## src/rtl/axi_arbiter_2to1.sv

```systemverilog
// Two-master to one-slave AXI arbiter. Write and read paths are arbitrated independently (round-robin).
// Only grant, state, busy and pointer are registered; every channel is a combinational mux.
module axi_arbiter_2to1 #(
    parameter int AXI_ID_WIDTH = 4,
    parameter int ADDR_WIDTH   = 32,
    parameter int DATA_WIDTH   = 32,
    parameter int LEN_WIDTH    = 4
) (
    input  logic                    clock,
    input  logic                    reset,
    input  logic [ADDR_WIDTH-1:0]   m0_awaddr,
    input  logic [AXI_ID_WIDTH-1:0] m0_awid,
    input  logic [LEN_WIDTH-1:0]    m0_awlen,
    input  logic                    m0_awvalid,
    output logic                    m0_awready,
    input  logic [DATA_WIDTH-1:0]   m0_wdata,
    input  logic [AXI_ID_WIDTH-1:0] m0_wid,
    input  logic [DATA_WIDTH/8-1:0] m0_wstrb,
    input  logic                    m0_wlast,
    input  logic                    m0_wvalid,
    output logic                    m0_wready,
    output logic [1:0]              m0_bresp,
    output logic [AXI_ID_WIDTH-1:0] m0_bid,
    output logic                    m0_bvalid,
    input  logic                    m0_bready,
    input  logic [ADDR_WIDTH-1:0]   m0_araddr,
    input  logic [AXI_ID_WIDTH-1:0] m0_arid,
    input  logic [LEN_WIDTH-1:0]    m0_arlen,
    input  logic                    m0_arvalid,
    output logic                    m0_arready,
    output logic [DATA_WIDTH-1:0]   m0_rdata,
    output logic [AXI_ID_WIDTH-1:0] m0_rid,
    output logic [1:0]              m0_rresp,
    output logic                    m0_rlast,
    output logic                    m0_rvalid,
    input  logic                    m0_rready,
    input  logic [ADDR_WIDTH-1:0]   m1_awaddr,
    input  logic [AXI_ID_WIDTH-1:0] m1_awid,
    input  logic [LEN_WIDTH-1:0]    m1_awlen,
    input  logic                    m1_awvalid,
    output logic                    m1_awready,
    input  logic [DATA_WIDTH-1:0]   m1_wdata,
    input  logic [AXI_ID_WIDTH-1:0] m1_wid,
    input  logic [DATA_WIDTH/8-1:0] m1_wstrb,
    input  logic                    m1_wlast,
    input  logic                    m1_wvalid,
    output logic                    m1_wready,
    output logic [1:0]              m1_bresp,
    output logic [AXI_ID_WIDTH-1:0] m1_bid,
    output logic                    m1_bvalid,
    input  logic                    m1_bready,
    input  logic [ADDR_WIDTH-1:0]   m1_araddr,
    input  logic [AXI_ID_WIDTH-1:0] m1_arid,
    input  logic [LEN_WIDTH-1:0]    m1_arlen,
    input  logic                    m1_arvalid,
    output logic                    m1_arready,
    output logic [DATA_WIDTH-1:0]   m1_rdata,
    output logic [AXI_ID_WIDTH-1:0] m1_rid,
    output logic [1:0]              m1_rresp,
    output logic                    m1_rlast,
    output logic                    m1_rvalid,
    input  logic                    m1_rready,
    output logic [ADDR_WIDTH-1:0]   s_awaddr,
    output logic [AXI_ID_WIDTH-1:0] s_awid,
    output logic [LEN_WIDTH-1:0]    s_awlen,
    output logic                    s_awvalid,
    input  logic                    s_awready,
    output logic [DATA_WIDTH-1:0]   s_wdata,
    output logic [AXI_ID_WIDTH-1:0] s_wid,
    output logic [DATA_WIDTH/8-1:0] s_wstrb,
    output logic                    s_wlast,
    output logic                    s_wvalid,
    input  logic                    s_wready,
    input  logic [1:0]              s_bresp,
    input  logic [AXI_ID_WIDTH-1:0] s_bid,
    input  logic                    s_bvalid,
    output logic                    s_bready,
    output logic [ADDR_WIDTH-1:0]   s_araddr,
    output logic [AXI_ID_WIDTH-1:0] s_arid,
    output logic [LEN_WIDTH-1:0]    s_arlen,
    output logic                    s_arvalid,
    input  logic                    s_arready,
    input  logic [DATA_WIDTH-1:0]   s_rdata,
    input  logic [AXI_ID_WIDTH-1:0] s_rid,
    input  logic [1:0]              s_rresp,
    input  logic                    s_rlast,
    input  logic                    s_rvalid,
    output logic                    s_rready,
    output logic                    wr_gnt,
    output logic                    rd_gnt,
    output logic                    wr_busy,
    output logic                    rd_busy
);

    typedef enum logic [1:0] {W_IDLE, W_ADDR, W_DATA, W_RESP} wr_state_t;
    typedef enum logic [1:0] {R_IDLE, R_ADDR, R_DATA} rd_state_t;

    wr_state_t wr_state;
    rd_state_t rd_state;
    logic      wr_ptr;
    logic      rd_ptr;
    logic      wr_pick;
    logic      rd_pick;

    // A lone requester wins outright; the pointer only breaks ties.
    assign wr_pick = (m0_awvalid && m1_awvalid) ? wr_ptr : m1_awvalid;
    assign rd_pick = (m0_arvalid && m1_arvalid) ? rd_ptr : m1_arvalid;

    always_ff @(posedge clock) begin
        if (reset) begin
            wr_state <= W_IDLE;
            wr_ptr   <= 1'b0;
            wr_gnt   <= 1'b0;
            wr_busy  <= 1'b0;
        end else begin
            case (wr_state)
                W_IDLE: if (m0_awvalid || m1_awvalid) begin
                    wr_state <= W_ADDR;
                    wr_gnt   <= wr_pick;
                    wr_ptr   <= ~wr_pick;
                    wr_busy  <= 1'b1;
                end
                W_ADDR: if (s_awvalid && s_awready) wr_state <= W_DATA;
                W_DATA: if (s_wvalid && s_wready && s_wlast) wr_state <= W_RESP;
                W_RESP: if (s_bvalid && s_bready) begin
                    wr_state <= W_IDLE;
                    wr_busy  <= 1'b0;
                end
                default: wr_state <= W_IDLE;
            endcase
        end
    end

    always_ff @(posedge clock) begin
        if (reset) begin
            rd_state <= R_IDLE;
            rd_ptr   <= 1'b0;
            rd_gnt   <= 1'b0;
            rd_busy  <= 1'b0;
        end else begin
            case (rd_state)
                R_IDLE: if (m0_arvalid || m1_arvalid) begin
                    rd_state <= R_ADDR;
                    rd_gnt   <= rd_pick;
                    rd_ptr   <= ~rd_pick;
                    rd_busy  <= 1'b1;
                end
                R_ADDR: if (s_arvalid && s_arready) rd_state <= R_DATA;
                R_DATA: if (s_rvalid && s_rready && s_rlast) begin
                    rd_state <= R_IDLE;
                    rd_busy  <= 1'b0;
                end
                default: rd_state <= R_IDLE;
            endcase
        end
    end

    // Write channels: each is open only in its own state, otherwise everything reads 0.
    always_comb begin
        s_awaddr = '0; s_awid = '0; s_awlen = '0; s_awvalid = 1'b0;
        m0_awready = 1'b0; m1_awready = 1'b0;
        s_wdata = '0; s_wid = '0; s_wstrb = '0; s_wlast = 1'b0; s_wvalid = 1'b0;
        m0_wready = 1'b0; m1_wready = 1'b0;
        m0_bresp = '0; m0_bid = '0; m0_bvalid = 1'b0;
        m1_bresp = '0; m1_bid = '0; m1_bvalid = 1'b0;
        s_bready = 1'b0;
        case (wr_state)
            W_ADDR: begin
                s_awaddr  = wr_gnt ? m1_awaddr  : m0_awaddr;
                s_awid    = wr_gnt ? m1_awid    : m0_awid;
                s_awlen   = wr_gnt ? m1_awlen   : m0_awlen;
                s_awvalid = wr_gnt ? m1_awvalid : m0_awvalid;
                m0_awready = !wr_gnt && s_awready;
                m1_awready = wr_gnt && s_awready;
            end
            W_DATA: begin
                s_wdata  = wr_gnt ? m1_wdata  : m0_wdata;
                s_wid    = wr_gnt ? m1_wid    : m0_wid;
                s_wstrb  = wr_gnt ? m1_wstrb  : m0_wstrb;
                s_wlast  = wr_gnt ? m1_wlast  : m0_wlast;
                s_wvalid = wr_gnt ? m1_wvalid : m0_wvalid;
                m0_wready = !wr_gnt && s_wready;
                m1_wready = wr_gnt && s_wready;
            end
            W_RESP: begin
                if (wr_gnt) begin
                    m1_bresp = s_bresp; m1_bid = s_bid; m1_bvalid = s_bvalid;
                    s_bready = m1_bready;
                end else begin
                    m0_bresp = s_bresp; m0_bid = s_bid; m0_bvalid = s_bvalid;
                    s_bready = m0_bready;
                end
            end
            default: ;
        endcase
    end

    always_comb begin
        s_araddr = '0; s_arid = '0; s_arlen = '0; s_arvalid = 1'b0;
        m0_arready = 1'b0; m1_arready = 1'b0;
        m0_rdata = '0; m0_rid = '0; m0_rresp = '0; m0_rlast = 1'b0; m0_rvalid = 1'b0;
        m1_rdata = '0; m1_rid = '0; m1_rresp = '0; m1_rlast = 1'b0; m1_rvalid = 1'b0;
        s_rready = 1'b0;
        case (rd_state)
            R_ADDR: begin
                s_araddr  = rd_gnt ? m1_araddr  : m0_araddr;
                s_arid    = rd_gnt ? m1_arid    : m0_arid;
                s_arlen   = rd_gnt ? m1_arlen   : m0_arlen;
                s_arvalid = rd_gnt ? m1_arvalid : m0_arvalid;
                m0_arready = !rd_gnt && s_arready;
                m1_arready = rd_gnt && s_arready;
            end
            R_DATA: begin
                if (rd_gnt) begin
                    m1_rdata = s_rdata; m1_rid = s_rid; m1_rresp = s_rresp;
                    m1_rlast = s_rlast; m1_rvalid = s_rvalid;
                    s_rready = m1_rready;
                end else begin
                    m0_rdata = s_rdata; m0_rid = s_rid; m0_rresp = s_rresp;
                    m0_rlast = s_rlast; m0_rvalid = s_rvalid;
                    s_rready = m0_rready;
                end
            end
            default: ;
        endcase
    end

endmodule
```

## config.mk

```make
export PLATFORM = sky130hd
export DESIGN_NAME = axi_arbiter_2to1
export DESIGN_NICKNAME = d
export VERILOG_FILES = /design/src/rtl/axi_arbiter_2to1.sv
export SDC_FILE = /design/constraint.sdc
export NUM_CORES = 1
export LEC_CHECK = 0
export CAP_MARGIN = 40
export CELL_PAD_IN_SITES_DETAIL_PLACEMENT = 1
export CELL_PAD_IN_SITES_GLOBAL_PLACEMENT = 2
export CORE_AREA = 4 4 204 206
export DETAILED_ROUTE_END_ITERATION = 8
export DIE_AREA = 0 0 208 210
export GPL_TIMING_DRIVEN = 0
export HOLD_SLACK_MARGIN = 0.06
export MAX_ROUTING_LAYER = met4
export PLACE_DENSITY_LB_ADDON = 0.1
export SYNTH_ARGS = -nofsm -noshare
export SYNTH_HDL_FRONTEND = slang
export SYNTH_SLANG_ARGS = --single-unit
export TNS_END_PERCENT = 1
```

## constraint.sdc

```tcl
create_clock -name clock -period 4.3 [get_ports clock]
set_input_delay 0.645 -clock clock [delete_from_list [all_inputs] [get_ports clock]]
set_output_delay 0.645 -clock clock [all_outputs]
set_load 0.03 [all_outputs]
```

==> reports/results.env, run 1 <==
SYN_AREA_PER_CELL_SQ_UM=7.200
SYN_NETS=769
WORST_HOLD_PATH_TYPE='reg2reg'
PRECTSSETUPSLACK_NS=1.244
SETUP_VIOLATIONS=0
POSTROUTEWIRELENGTH_UM=28520
POWER_LEAKAGE_nW=3.304
WORSTSETUPSTARTPOINT='wr_state[0]'
POST_SYNTH_INSTANCE_AREA_SQ_MM=0.003312
AREA_GROWTH_PCT=183.4
RUN_STATUS='completed'
GRT_FIRST_PASS_WIRELENGTH_UM=40430
WORST_SLEW_MARGIN_REL_PCT=60.19
FINAL_NETS=1307
PIN_COUNT=534
CTS_HOLD_REPAIR.BUFFERS=0
DOMINANTREGCELLSYNTH='dfxtp_1'
CRIT_PATH_MAX_INCR_DELAY_NS=0.72
CTS_TREE='yes'
PWR-SHARE-COMB_PCT=87.7
MET3_USAGE_PCT=2.649
CTS_ROOT_BUF='clkbuf_16'
YOSYS.CELL_COUNT.TOP_TYPE='mux2i_1'
POWER_W=0.002394
CRITICAL_PATH.CELL_CHAIN='inv_1 > ha_1 > clkbuf_1 > clkbuf_1 > nor2b_1 > clkdlybuf4s50_1'
WORST_PATH_MOST_REPEATED_CELL='clkbuf_1'
GRT_MAX_DEGREE=11
PEAK_VDD_IR_V=0.0001044
SYNTH_CELLS=460
DIE_AREA_SQ_MM=0.04368
MAXIMUM_CLOCK_INSERTION_BUFFER_COUNT=2
CLKTRANSATPATHREGS_NS=0.04
SEQUENTIALPOWERSHARE_PCT=5.6
GRT_USE_MET2_PCT=24.41
SYNTH_SEQ_CELLS=10
FLOORPLAN.INITIALDENSITY_PCT=8.355
GLOBALPLACE.CONGESTION=0.8044
SKEW_PAIR_LATE_INSERTION_DELAY_NS=0.23
P_SW_SHARE_PCT=49.11
TOP_FANOUT_VALUE_ON_THE_CRITICAL_PATH=10
SYNTHESIS.YOSYS.WARNINGS=0
DIEHEIGHT_UM=210
FRACTION_OF_SYNTHESIZED_CELL_AREA_TAKEN_BY_THE_TOP_AREA_CELL_TYPE_PCT=38.69
CTS_SETUP_BUFFERS=0
POWER.SHARE.CLOCK_PCT=6.7
CLOCK_SINK_COUNT=10
GROUTE.LAYER.MET1.USAGE_PCT=13.22
CELLINTERNALPOWER_W=0.001218
SYNTH_COMMONEST_CELLS='mux2i_1 (128), and2_1 (86), nor2b_1 (86)'
FP.DIEW_UM=208
GRT_ANTENNA_BEFORE_REPAIR=3
ANT_NETS=0
MIN_PERIOD_OVER_PERIOD_PCT=74.40
CP_DATA_REQUIRED_TIME_NS=3.65
TIMING.CRITICAL_PATH.FROM_TYPE='flip-flop'
DETAIL_ROUTE.FIRST_PASS.ITERATIONS=4
WORSTREG2REGSTART='wr_state[0]'
CORE_REGION_AREA_SQ_MM=0.03964
DETAILROUTE.VIA_COUNT=5238
DETAILEDPLACEMENTHPWL_UM=25540
END_KIND='primary output'
HOLD_VIOLATIONS=0
HOLD-WORST-SLACK_NS=0.4816
INITIALDRTVIOLATIONCOUNT=113
ASYNCSETRESETFLOPFRACSYNTH_PCT=0
UTILIZATION_PCT=23.68
SYNTH-EDFF-COUNT=0
GRT_BUSIEST_LAYER='met2'
POST_ROUTE_CELLS_DRIVE_ABOVE_1_SHARE_PCT=2.108
SYNTH.LARGEST_AREA_CELL='mux2i_1'
TIMING.SETUP.CRITICAL_PATH_CLASS='reg2out'
FINALWORSTSETUPSLACK_NS=1.101
TIMING.HOLD.WORST.START='wr_ptr'
SLEW_VIOLATIONS=0
YOSYS.CELL_TYPES.COUNT=25
SHARE_OF_SYNTHESIZED_AREA_OCCUPIED_BY_FLIP_FLOPS_AND_LATCHES_PCT=6.045
POWER.SWITCHING_W=0.001176
SLOWEST_STAGE='clkdlybuf4s50_1'
VIA_COUNT_OF_THE_FIRST_GLOBAL_ROUTING_PASS=5807
IO_BUFFER_COUNT=533
WORST_CLOCK_SKEW_NS=0.0005219
GATES_RESIZED_CTS_REPAIR=0
NUM_ROWS=73
TIMING.FINAL.CRIT_PERIOD_NS=3.199
DRV.MAX_CAP_VIOLATION_COUNT=0
ROUTEDWLPERCELL_UM=18.71
TOTAL_POWER_PER_UNIT_CELL_AREA_mW_PER_MM2=255.0
GLOBAL_ROUTE.USAGE.TOTAL_PCT=12.44
CRITICAL_PATH_BUF_INV_COUNT=4
RSZ0062_AT_GRT='no'
VIASPERCELL=3.437
NETLIST_TOP_CELLS_AREA='mux2i_1 (39%), and2_1 (16%), nor2b_1 (16%)'
TIGHTEST_SLEW_NS=0.5971
CTS-BUFFERS-INSERTED=3
FMAXACHIEVABLE_MHz=312.6
DRC=0
CRIT_FAMILY='buffers and inverters'
GRT_OVERFLOW=0
WORST_EP_ARRIVAL_NS=2.55
CTS_HTREE_LEVELS=1
FIN_SETUP_TNS_NS=0
## sequential cells by signal, summed over array words and instances (netlist names)
signal	flops
rd_busy	1
rd_gnt	1
rd_ptr	1
rd_state	2
wr_busy	1
wr_gnt	1
wr_ptr	1
wr_state	2
## routing by layer
metal	routed length, um	up-vias
met5	0	-
met4	185	0
met3	1694	6
met2	15900	211
met1	10740	2423
li1	-	2598
## placed cells by master, fill, tap and decap left out, types with 4 or more instances in the layout
cell and n:
clkdlybuf4s50_1 533, and3_1 10, dfxtp_1 10, inv_1 5, nand2_1 6, mux2i_1 128, nor2_1 56, buf_2 12
nand2b_1 7, and2_1 86, nor2b_1 86, a21oi_1 4, ha_1 5, clkbuf_1 25
## metrics by stage
step	cells	cell area (sq um)
finish	1524	9387
global route	1524	9387
CTS	1521	9379
detailed placement	1518	9304
global placement	1518	9304
floorplan	460	3312
## cell type report
| cell class | instances | area, sq um |
|---|---|---|
| fillers | 4716 | 30250 |
| repair buffers | 533 | 5335 |
| multi-input cells | 405 | 2917 |
| well taps | 525 | 656.9 |
| flip-flops and latches | 10 | 200.2 |
| plain buffers | 40 | 176.4 |
| clock buffers | 3 | 75.07 |
| inverters | 5 | 18.77 |
| diodes | 3 | 7.507 |
## cells by family (layout without fill, tap and decap cells)
logic type	Yosys count	in the layout	synth area share, %
compound gates	18	18	4.194
other cells	0	3	0
simple gates	254	254	43.29
fa+ha+maj	5	5	1.889
buf+inv	45	581	5.894
flops	10	10	6.045
mux	128	128	38.69
## power groups by stage
stage / combinational (W) / sequential (W) / clock (W)
6_report: 0.00210 / 0.000133 / 0.000161
5_1_grt: 0.00225 / 0.000137 / 0.000176
4_1_cts: 0.00215 / 0.000134 / 0.000169
3_5_place_dp: 0.00214 / 0.000136 / 0
3_3_place_gp: 0.00215 / 0.000135 / 0
2_1_floorplan: 0.00112 / 0.000144 / 0
## worst paths after layout
| path | end | slack (ns) | cells after the start |
|---|---|---|---|
| min reg2reg | wr_ptr | 0.48 | 1 |
| max reg2reg | wr_state[0] | 2.65 | 6 |
| max | s_wdata[1] | 1.10 | 6 |
| min | wr_ptr | 0.48 | 1 |
Power figures use the tool's default switching activity.
==> inputs of run 2 (changes only) <==
==> constraint.sdc (replaced) <==
create_clock -name clock -period 3.2 [get_ports clock]
set_input_delay 0.48 -clock clock [delete_from_list [all_inputs] [get_ports clock]]
set_output_delay 0.48 -clock clock [all_outputs]
set_load 0.03 [all_outputs]
==> reports/results.env, run 2 (synthesis results as in run 1) <==
RUN_STATUS='completed'
DRC=0
TOP_FANOUT_VALUE_ON_THE_CRITICAL_PATH=10
PRECTSSETUPSLACK_NS=0.3087
FMAXACHIEVABLE_MHz=334.6
CTS_HOLD_REPAIR.BUFFERS=0
SKEW_PAIR_LATE_INSERTION_DELAY_NS=0.23
DETAILEDPLACEMENTHPWL_UM=25540
ANT_NETS=0
WORST_SLEW_MARGIN_REL_PCT=60.19
MIN_PERIOD_OVER_PERIOD_PCT=93.39
FP.DIEW_UM=208
MOST-COMMON-LAYOUT-CELLS='clkdlybuf4s50_1 (533), mux2i_1 (128), nor2b_1 (86), and2_1 (86), nor2_1 (56)'
IO_BUFFER_COUNT=533
NUM_ROWS=73
WORST_HOLD_PATH_TYPE='reg2reg'
REG2REG_SLACK_NS=1.56
TOTAL_POWER_PER_UNIT_CELL_AREA_mW_PER_MM2=342.7
CTS_TREE='yes'
CTS_HTREE_LEVELS=1
UTILIZATION_PCT=23.67
TIMING.HOLD.WORST.START='wr_ptr'
FLOORPLAN.INITIALDENSITY_PCT=8.355
GRT_ANTENNA_BEFORE_REPAIR=3
END_KIND='primary output'
AREA.SEQUENTIAL_SQ_UM=200.2
ROUTEDWLPERCELL_UM=18.72
STDCELL_AREA_SQ_MM=0.009384
RSZ0062_AT_GRT='yes'
CORE_REGION_AREA_SQ_MM=0.03964
CTS-BUFFERS-INSERTED=3
INITIALDRTVIOLATIONCOUNT=113
FINALWORSTSETUPSLACK_NS=0.2115
VIASPERCELL=3.439
TIMING.FINAL.CRIT_PERIOD_NS=2.989
MAXIMUM_CLOCK_INSERTION_BUFFER_COUNT=2
DETAILROUTE.VIA_COUNT=5238
MOST_COMMON_CELL_AFTER_LAYOUT_FILL_AND_TAPS_ASIDE='clkdlybuf4s50_1'
GRT_FIRST_PASS_WIRELENGTH_UM=40430
DRV.MAX_CAP_VIOLATION_COUNT=0
VIA_COUNT_OF_THE_FIRST_GLOBAL_ROUTING_PASS=5807
FF2FF_PATH_DEPTH=5
AREA_GROWTH_PCT=183.3
DIEHEIGHT_UM=210
DETAIL_ROUTE.FIRST_PASS.ITERATIONS=5
CP_DATA_REQUIRED_TIME_NS=2.72
NFILLCELLS=4717
HOLD_VIOLATIONS=0
LAYOUT_TOP_REGISTERS='rd_state (2), wr_state (2)'
TIMING.CRITICAL_PATH.FROM_TYPE='flip-flop'
POST_ROUTE_CELLS_DRIVE_ABOVE_1_SHARE_PCT=2.211
GRT_MAX_DEGREE=11
HOLD-PATH-CELL-COUNT=1
WORST_CLOCK_SKEW_NS=0.0005219
TIMING.SETUP.CRITICAL_PATH_CLASS='reg2out'
TIGHTEST_SLEW_NS=0.5971
POSTROUTEWIRELENGTH_UM=28510
SETUP_VIOLATIONS=0
WORSTSETUPSTARTPOINT='rd_gnt'
DIE_AREA_SQ_MM=0.04368
ENDPOINT='m1_rdata[14]'
WORST_EP_ARRIVAL_NS=2.51
GRT_OVERFLOW=0
POWER_LEAKAGE_nW=3.306
SLEW_VIOLATIONS=0
CLKTRANSATPATHREGS_NS=0.04
PIN_COUNT=534
PEAK_VDD_IR_V=0.0001403
FIN_SETUP_TNS_NS=0
GLOBALPLACE.CONGESTION=0.8044
CTS_ROOT_BUF='clkbuf_16'
CLOCK_SINK_COUNT=10
WORSTREG2REGSTART='wr_state[0]'
PLACE_AREA_SQ_MM=0.009304
RR_ENDPOINT='wr_state[0]'
MULTI_INPUT_COMB_AREA_SQ_MM=0.002917
FINAL_NETS=1306
GLOBAL_ROUTE.USAGE.TOTAL_PCT=12.44
==> run 2: how the worst min path moves through the flow <==
stage,to
after CTS,rd_ptr
after floorplan,wr_ptr
final,wr_ptr
after global routing,rd_ptr
after global placement,wr_ptr
after detailed placement,rd_ptr
==> run 2: what timing repair did <==
action,in CTS,in global routing
buffers inserted,0,0
endpoints found under the setup margin,0,61
gates resized for setup,0,2
==> run 2: metrics by stage <==
step	hold slack (ns)	std cells	power, W
after global placement	0.4588	1518	0.003069
after detailed placement	0.4658	1518	0.003063
final	0.4816	1523	0.003216
after floorplan	0.4386	460	0.001698
after CTS	0.4793	1521	0.003300
after global routing	0.5112	1523	0.003441
==> run 2: routing by layer <==
metal | GRT usage [%] | part of all wire (%)
met2 | 24.41 | 56
met1 | 13.22 | 38
met4 | 1.336 | 0.65
met3 | 2.649 | 6.0
met5 | - | 0
==> run 2: area by class of cell <==
class | instances | area share (%)
diodes | 3 | 0.08000
plain buffers | 39 | 1.853
clock buffers | 3 | 0.8000
inverters | 5 | 0.2000
multi-input cells | 405 | 31.08
flip-flops and latches | 10 | 2.133
well taps | 525 | 7.000
repair buffers | 533 | 56.85
==> run 2: worst max-delay path, cell delays in order (launching register included) <==
cell and delay (ns):
dfxtp_1 0.32, buf_2 0.27, inv_1 0.10, nor2_1 0.29, clkbuf_1 0.39, and2_1 0.21, clkdlybuf4s50_1 0.70
==> run 2: report_power, final <==
part / switching (W) / internal, W
registers: 0.0000252 / 0.000154
clock network: 0.0000547 / 0.000162
logic: 0.00150 / 0.00132
==> inputs of run 3 (changes only) <==
--- a/config.mk
+++ b/config.mk
@@ -12,9 +12,11 @@
 export DETAILED_ROUTE_END_ITERATION = 8
 export DIE_AREA = 0 0 208 210
 export GPL_TIMING_DRIVEN = 0
-export HOLD_SLACK_MARGIN = 0.06
+export HOLD_SLACK_MARGIN = 0.03
 export MAX_ROUTING_LAYER = met4
 export PLACE_DENSITY_LB_ADDON = 0.1
+export RECOVER_POWER = 100
+export SETUP_SLACK_MARGIN = 0.2
 export SYNTH_ARGS = -nofsm -noshare
 export SYNTH_HDL_FRONTEND = slang
 export SYNTH_SLANG_ARGS = --single-unit
==> reports/results.env, run 3 (synthesis results as in run 1) <==
WORST-PATH-STAGES=6
CELLINTERNALPOWER_W=0.001524
CTS_ROOT_BUF='clkbuf_16'
MOST_COMMON_CELL_AFTER_LAYOUT_FILL_AND_TAPS_ASIDE='clkdlybuf4s50_1'
DRC=0
POSTROUTEWIRELENGTH_UM=28470
TOTAL_POWER_PER_UNIT_CELL_AREA_mW_PER_MM2=328.7
CRITICAL_PATH.CELL_CHAIN='buf_4 > clkbuf_2 > clkbuf_2 > mux2i_1 > nor2b_1 > dlygate4sd3_1'
GLOBAL_ROUTE.USAGE.TOTAL_PCT=12.44
ROUTEDWLPERCELL_UM=18.68
FMAXACHIEVABLE_MHz=337.3
POWER.SHARE.CLOCK_PCT=7.0
CORE_REGION_AREA_SQ_MM=0.03964
AREA.SEQUENTIAL_SQ_UM=200.2
END_KIND='primary output'
CTS-BUFFERS-INSERTED=3
WORST_PATH_MOST_REPEATED_CELL='clkbuf_2'
PLACE_AREA_SQ_MM=0.009304
PWR-SHARE-COMB_PCT=87.2
DIE_AREA_SQ_MM=0.04368
WORST_CLOCK_SKEW_NS=0.0006219
DETAIL_ROUTE.FIRST_PASS.ITERATIONS=4
DETAILEDPLACEMENTHPWL_UM=25540
MAXIMUM_CLOCK_INSERTION_BUFFER_COUNT=2
SEQUENTIALPOWERSHARE_PCT=5.8
IO_BUFFER_COUNT=533
CLKTRANSATPATHREGS_NS=0.04
WORST_HOLD_PATH.ENDPOINT='wr_ptr'
NFILLCELLS=4718
VIASPERCELL=3.419
TOP_FANOUT_VALUE_ON_THE_CRITICAL_PATH=10
MULTI_INPUT_COMB_AREA_SQ_MM=0.002910
P_SW_SHARE_PCT=50.62
GLOBALPLACE.CONGESTION=0.8044
MIN_PERIOD_OVER_PERIOD_PCT=92.66
CP_DATA_REQUIRED_TIME_NS=2.72
SETUP_VIOLATIONS=0
DIEHEIGHT_UM=210
GRT_OVERFLOW=0
GRT_FIRST_PASS_WIRELENGTH_UM=40420
REG2REG_SLACK_NS=1.44
CTS_TREE='yes'
CLOCK_SINK_COUNT=10
WORST_SLEW_MARGIN_REL_PCT=46.96
CTS_HOLD_REPAIR.BUFFERS=0
VIA_COUNT_OF_THE_FIRST_GLOBAL_ROUTING_PASS=5807
CRIT_PATH_MAX_INCR_DELAY_NS=0.78
SKEW_PAIR_LATE_INSERTION_DELAY_NS=0.23
POST_ROUTE_CELLS_DRIVE_ABOVE_1_SHARE_PCT=2.711
NUM_ROWS=73
DRV.MAX_CAP_VIOLATION_COUNT=0
CRIT_FAMILY='buffers and inverters'
TIGHTEST_SLEW_NS=0.7956
PEAK_VDD_IR_V=0.0001336
RSZ0062_AT_GRT='yes'
GRT_ANTENNA_BEFORE_REPAIR=3
UTILIZATION_PCT=23.69
PIN_COUNT=534
WORST_HOLD_PATH_TYPE='reg2reg'
FIN_SETUP_TNS_NS=0
INITIALDRTVIOLATIONCOUNT=108
ANT_NETS=0
TIMING.SETUP.CRITICAL_PATH_CLASS='reg2out'
FF2FF_PATH_DEPTH=5
CTS_HTREE_LEVELS=1
RUN_STATUS='completed'
LAYOUT_TOP_REGISTERS='rd_state (2), wr_state (2)'
FINAL_NETS=1307
AREA_GROWTH_PCT=183.5
STDCELL_AREA_SQ_MM=0.009389
MOST-COMMON-LAYOUT-CELLS='clkdlybuf4s50_1 (332), dlygate4sd3_1 (201), mux2i_1 (128), nor2b_1 (86), and2_1 (81)'
TIMING.CRITICAL_PATH.FROM_TYPE='flip-flop'
WORSTREG2REGSTART='wr_state[0]'
GRT_MAX_DEGREE=11
TIMING.HOLD.WORST.START='wr_ptr'
DETAILROUTE.VIA_COUNT=5211
TIMING.FINAL.CRIT_PERIOD_NS=2.965
SLOWEST_STAGE='dlygate4sd3_1'
FLOORPLAN.INITIALDENSITY_PCT=8.355
SLEW_VIOLATIONS=0
POWER.SWITCHING_W=0.001562
RR_ENDPOINT='wr_state[0]'
HOLD-PATH-CELL-COUNT=1
POWER_LEAKAGE_nW=3.932
WORST_EP_ARRIVAL_NS=2.49
HOLD_VIOLATIONS=0
CRITICAL_PATH_BUF_INV_COUNT=4
FP.DIEW_UM=208
==> run 3: cell count changes in the layout (fill, tap and decap cells not counted), sizes merged <==
cell	delta
buf	-7
dlygate4sd3	+201
clkbuf	+8
clkdlybuf4s50	-201
==> run 3: worst max-delay path by stage <==
stage,slack (ns),end,start
6_report,0.23,s_awaddr[15],wr_gnt
2_1_floorplan,0.99,s_awaddr[0],wr_gnt
4_1_cts,0.11,m1_rdata[14],rd_gnt
3_5_place_dp,0.31,s_wdata[1],wr_state[0]
3_3_place_gp,0.31,m1_rdata[10],rd_gnt
5_1_grt,0.05,m1_rdata[11],rd_gnt
==> run 3: layer usage <==
metal | global-route usage, % | share of wire [%] | vias to the layer above
met3 | 2.649 | 6.0 | 6
met5 | - | 0 | -
li1 | - | - | 2599
met1 | 13.21 | 38 | 2395
met4 | 1.336 | 0.65 | 0
met2 | 24.42 | 56 | 211
==> run 3: worst register-to-register path, stage by stage (launching register included) <==
cell      delay, ns
dfxtp_1        0.39
inv_1          0.10
ha_1           0.29
a221oi_1       0.43
and3_1         0.29
mux2i_1        0.19
==> run 3: final cells by class <==
cell class | count | share of cell area (%)
Timing Repair Buffer | 533 | 56.82
Multi-Input combinational cell | 405 | 31.00
Tap cell | 525 | 6.996
Sequential cell | 10 | 2.132
Buffer | 40 | 1.972
Clock buffer | 3 | 0.7996
Inverter | 5 | 0.1999
Antenna cell | 3 | 0.07996
==> run 3: power groups by stage <==
stage               sequential [W]  combinational, W  clock, W
global route              0.000184           0.00289  0.000237
finish                    0.000178           0.00269  0.000216
floorplan                 0.000193           0.00150         0
CTS                       0.000181           0.00289  0.000228
global placement          0.000181           0.00289         0
detailed placement        0.000182           0.00288         0
==> run 3: through the flow <==
stage / instances / hold WS [ns] / setup slack (ns) / total power (W)
floorplan: 460 / 0.4386 / 0.9854 / 0.001698
global placement: 1518 / 0.4588 / 0.3119 / 0.003069
detailed placement: 1518 / 0.4658 / 0.3087 / 0.003063
CTS: 1521 / 0.4793 / 0.1090 / 0.003302
global route: 1524 / 0.5112 / 0.04668 / 0.003315
finish: 1524 / 0.4809 / 0.2350 / 0.003086
==> run 3: timing repair <==
action	CTS	global route
endpoints found under the setup margin	74	99
endpoints found under the hold margin	0	0
pin swaps	0	0
resized for setup	3	10
setup buffers	0	0
==> variant 1 (flow settings as in run 3) <==
`DATA_WIDTH`: 32 -> 28.
--- a/src/rtl/axi_arbiter_2to1.sv
+++ b/src/rtl/axi_arbiter_2to1.sv
@@ -3,7 +3,7 @@
 module axi_arbiter_2to1 #(
     parameter int AXI_ID_WIDTH = 4,
     parameter int ADDR_WIDTH   = 32,
-    parameter int DATA_WIDTH   = 32,
+    parameter int DATA_WIDTH   = 28,
     parameter int LEN_WIDTH    = 4
 ) (
     input  logic                    clock,
Interface: changed (9 resized); port bits go from 534 to 507. No check against the original RTL was run, so the function may have changed too.
==> variant 1 against run 3 <==
Sequential share of layout area increased by 0.097 points. Synthesized cell count decreased by 4.8%. Worst hold slack got worse by 0.0058 ns. Highest routed layer unchanged. Critical path depth decreased by 1. Setup slack improved by 0.025 ns. Global-route usage about the same. Register-to-register slack got worse by 0.07 ns. Combinational power decreased by 3%. Power decreased by 2.8%. Wire length decreased by 0.71%. Area after synthesis decreased by 4.5%. Final area decreased by 4.4%. Via count decreased by 4.3%. Sequential cell count unchanged.
==> variant 1: results (changes against run 3) <==
status - finished clean
Worst Path Arrival - 2.46 ns (-0.03 ns)
Hold Slack - 0.475 ns (-0.00582 ns)
Top FF cell, synth - dfxtp_1
antenna violations before repair - 4 (+1)
post-CTS sizing - 4 (+1)
post-synthesis mux area share - 0.389 (+0.00254)
number of synthesized flops with an enable pin - 0 (unchanged)
routed wl met3 - 2160 um (+27%)
first-pass GRT wire length - 39800 um (-1.6%)
IO Port Bufs - 506 (-5.1%)
CP max stage delay - 0.81 ns (+0.03 ns)
Routability Congestion - 0.788 (-2.0%)
Post-DP Area - 0.00888 mm^2 (-4.5%)
Async S/R FF share, synth - 0 (unchanged)
cells taking the most area after synthesis - mux2i_1 (39%), nor2b_1 (16%), and2_1 (15%)
syn_nets - 733 (-4.7%)
Post-Route Skew - 0.000505 ns (-0.000117 ns)
HPWL after DPL - 25400 um (-0.48%)
Slew @ Worst Pin - 0.580 ns (-0.215 ns)
Reg2Reg Setup Slack - 1.37 ns (-0.07 ns)
Pleak - 3.82 nW (-2.9%)
Seq/Total Area, Yosys - 0.0633 (+0.00287)
Nets - 1244 (-4.8%)
Initial DRC Count - 156 (+44%)
Post-Synth Adder-Cell Area - 0.0198 (+0.000897)
synth cell count leaders - mux2i_1 (123), nor2b_1 (81), and2_1 (78)
CP startpoint - wr_state[1]
share of layout cells above drive strength 1 - 0.0275 (+0.000347)
Max Used Layer - met4
VDD IR max - 0.164 mV (+23%)
via/cell ratio - 3.38 (-1.0%)
GRT Overall Usage - 0.124 (about the same)
Critical Path Sink - s_awaddr[25]
compound-cell area share of the yosys netlist - 0.0439 (+0.00199)
DR vias - 4989 (-4.3%)
Met2 Routed Length - 15500 um (-2.5%)
met2 usage - 0.238 (-0.00665)
post-place setup slack - 0.0765 ns (-0.232 ns)
number of global-route vias before repair - 5336 (-8.1%)
WL final - 28300 um (-0.71%)
Met1 Wirelength - 10500 um (-1.4%)
==> variant 1: cell types whose count changed after synthesis, sizes merged <==
cell and change:
and2 -8, mux2i -5, nor2b -5, clkbuf -3
buf -1
==> variant 1: critical path: cells and delay by family, from the launching register on <==
family | cells | cell delay (ns)
buf+inv | 3 | 1.34
fa+ha+maj | 1 | 0.36
flops | 1 | 0.34
simple gates | 1 | 0.20
==> variant 1: final cells by class <==
type | count | area, um^2
antenna | 2 | 5.00
timing repair buffer | 506 | 5060
fill | 4710 | 30700
multi-input combinational | 387 | 2790
sequential | 10 | 200
tap | 525 | 657
inverter | 5 | 18.8
clock buffer | 3 | 75.1
buffer | 36 | 164
==> variant 1: cell families after synthesis <==
family / count (synthesis)
buf+inv: 41
flops: 10
simple gates: 241
fa+ha+maj: 5
mux: 123
compound gates: 18
==> variant 1: power breakdown <==
part	internal (mW)	leakage, nW	switching [mW]
registers	0.154	0.0829	0.0271
logic	1.15	3.70	1.45
clock network	0.162	0.0370	0.0586
total	1.47	3.82	1.53
==> variant 2 (settings of run 3) <==
Made on the original files. Reset style: asynchronous (`reset`), changed in 2 clocked blocks.
--- a/src/rtl/axi_arbiter_2to1.sv
+++ b/src/rtl/axi_arbiter_2to1.sv
@@ -106,7 +106,7 @@
     assign wr_pick = (m0_awvalid && m1_awvalid) ? wr_ptr : m1_awvalid;
     assign rd_pick = (m0_arvalid && m1_arvalid) ? rd_ptr : m1_arvalid;
 
-    always_ff @(posedge clock) begin
+    always_ff @(posedge clock or posedge reset) begin
         if (reset) begin
             wr_state <= W_IDLE;
             wr_ptr   <= 1'b0;
@@ -131,7 +131,7 @@
         end
     end
 
-    always_ff @(posedge clock) begin
+    always_ff @(posedge clock or posedge reset) begin
         if (reset) begin
             rd_state <= R_IDLE;
             rd_ptr   <= 1'b0;
Formal check against the unedited RTL: differs if reset is asserted again (counterexample within 4 cycles, from zero or initial values and one cycle with reset high); with reset held inactive, the same outputs for 4 cycles.
==> variant 2 against run 3 <==
Area after synthesis increased by 0.79%. Final area increased by 0.15%. Register-to-register slack got worse by 0.45 ns. Wire length decreased by 3.8%. Synthesized cell count decreased by 0.87%. Worst hold slack improved by 0.00077 ns. Final cell count decreased by 0.20%. Setup slack got worse by 0.048 ns. Sequential cell count unchanged. Critical path type unchanged. Largest cell class unchanged.
Power is not compared: it rests on default switching activity, and its combinational part moved more than twofold at a synthesized area within 25%.
==> variant 2: results (changes against run 3) <==
post-place setup slack - 0.0174 ns (-0.291 ns)
HPWL after DPL - 24500 um (-4.2%)
Hold Crit Class - reg -> reg
antenna violations before repair - 4 (+1)
Slew @ Worst Pin - 0.795 ns (-0.000390 ns)
post-CTS sizing - 6 (+3)
mean routed wirelength per cell - 18.0 um (-3.6%)
Routability Congestion - 0.730 (-9.2%)
Initial DRC Count - 107 (-0.93%)
Seq/Total Area, Yosys - 0.0750 (+0.0145)
DR vias - 5233 (+0.42%)
Post-Route Skew - 0.000185 ns (-0.000437 ns)
WL final - 27400 um (-3.8%)
Top FF cell, synth - dfrtp_1
synth unique cells - 29 (+16%)
CTS root buf - clkbuf_16
cells taking the most area after synthesis - mux2i_1 (37%), and2_1 (16%), nor2b_1 (16%)
Clk pin slew, worst setup/hold paths - 0.04 ns (about the same)
CP max stage delay - 0.77 ns
Largest regs - rd_state: 2 flops, wr_state: 2 flops
synth cell count leaders - mux2i_1 (124), and2_1 (88), nor2b_1 (85)
first-pass GRT wire length - 39200 um (-3.0%)
filler cell count - 4705 (-0.28%)
status - finished clean
Worst Path Arrival - 2.53 ns (+0.04 ns)
syn avg cell area - 7.32 um^2 (+1.7%)
number of global-route vias before repair - 5697 (-1.9%)
Cells after DPL - 1514 (-0.26%)
syn_nets - 765 (-0.52%)
share of layout cells above drive strength 1 - 0.0242 (-0.00291)
CTS Buf Count - 3 (unchanged)
Async S/R FF share, synth - 1.00 (+1.00)
worst-path fanout max - 10 (unchanged)
GRT Overall Usage - 0.120 (-0.00459)
Nets - 1303 (-0.31%)
variant 2: cell types whose count changed after synthesis, sizes merged, moves of 3 or more:
cell,delta
a31oi,+4
nand2b,-4
mux2,+3
nor2,-7
dfxtp,-10
mux2i,-4
dfrtp,+10
variant 2: final cells by class:
type / count / area [um^2] / share of cell area
antenna: 4 / 10.0 / 0.00106
buffer: 39 / 173 / 0.0184
clock buffer: 3 / 75.1 / 0.00798
inverter: 6 / 22.5 / 0.00240
multi-input combinational: 401 / 2880 / 0.306
sequential: 10 / 250 / 0.0266
tap: 525 / 657 / 0.0699
timing repair buffer: 533 / 5340 / 0.567
variant 2: worst paths after layout:
check / from / to / slack [ns] / cells past startpoint
worst max register to register: wr_state[0] / wr_state[1] / 0.99 / 6
worst min register to register: wr_ptr / wr_ptr / 0.48 / 1
worst min-delay path: wr_ptr / wr_ptr / 0.48 / 1
min in group asynchronous: reset / rd_state[1] / 0.71 / 2
max in group asynchronous: reset / wr_ptr / 2.14 / 2
worst max-delay path: rd_state[0] / m0_rdata[20] / 0.19 / 5
variant 2: cells by family (layout without fill, tap and decap cells):
kind of cell,Yosys count,in the layout,share of synthesized area
mux,127,127,0.382
compound gates,21,21,0.0465
fa+ha+maj,5,5,0.0187
flops,10,10,0.0750
buf+inv,45,581,0.0566
simple gates,248,248,0.421
other cells,0,4,0
variant 2: per-stage QoR:
stage          hold WS [ns]  instance area (um^2)
2_1_floorplan         0.320                  3340
3_3_place_gp          0.468                  9330
3_5_place_dp          0.480                  9330
4_1_cts               0.487                  9410
5_1_grt               0.514                  9400
6_report              0.482                  9400
variant 2: report_power, final:
group	switching [mW]	internal (mW)	total, mW
sequential	0.0548	0.188	0.243
combinational	3.40	2.36	5.77
clock	0.0584	0.162	0.221
variant 2: routing by layer:
layer	vias to the layer above	global-route usage	share of wire
met5	-	-	0
met4	0	0.0149	0.0053
met3	4	0.0362	0.081
met2	271	0.226	0.54
met1	2368	0.127	0.37
li1	2590	-	-
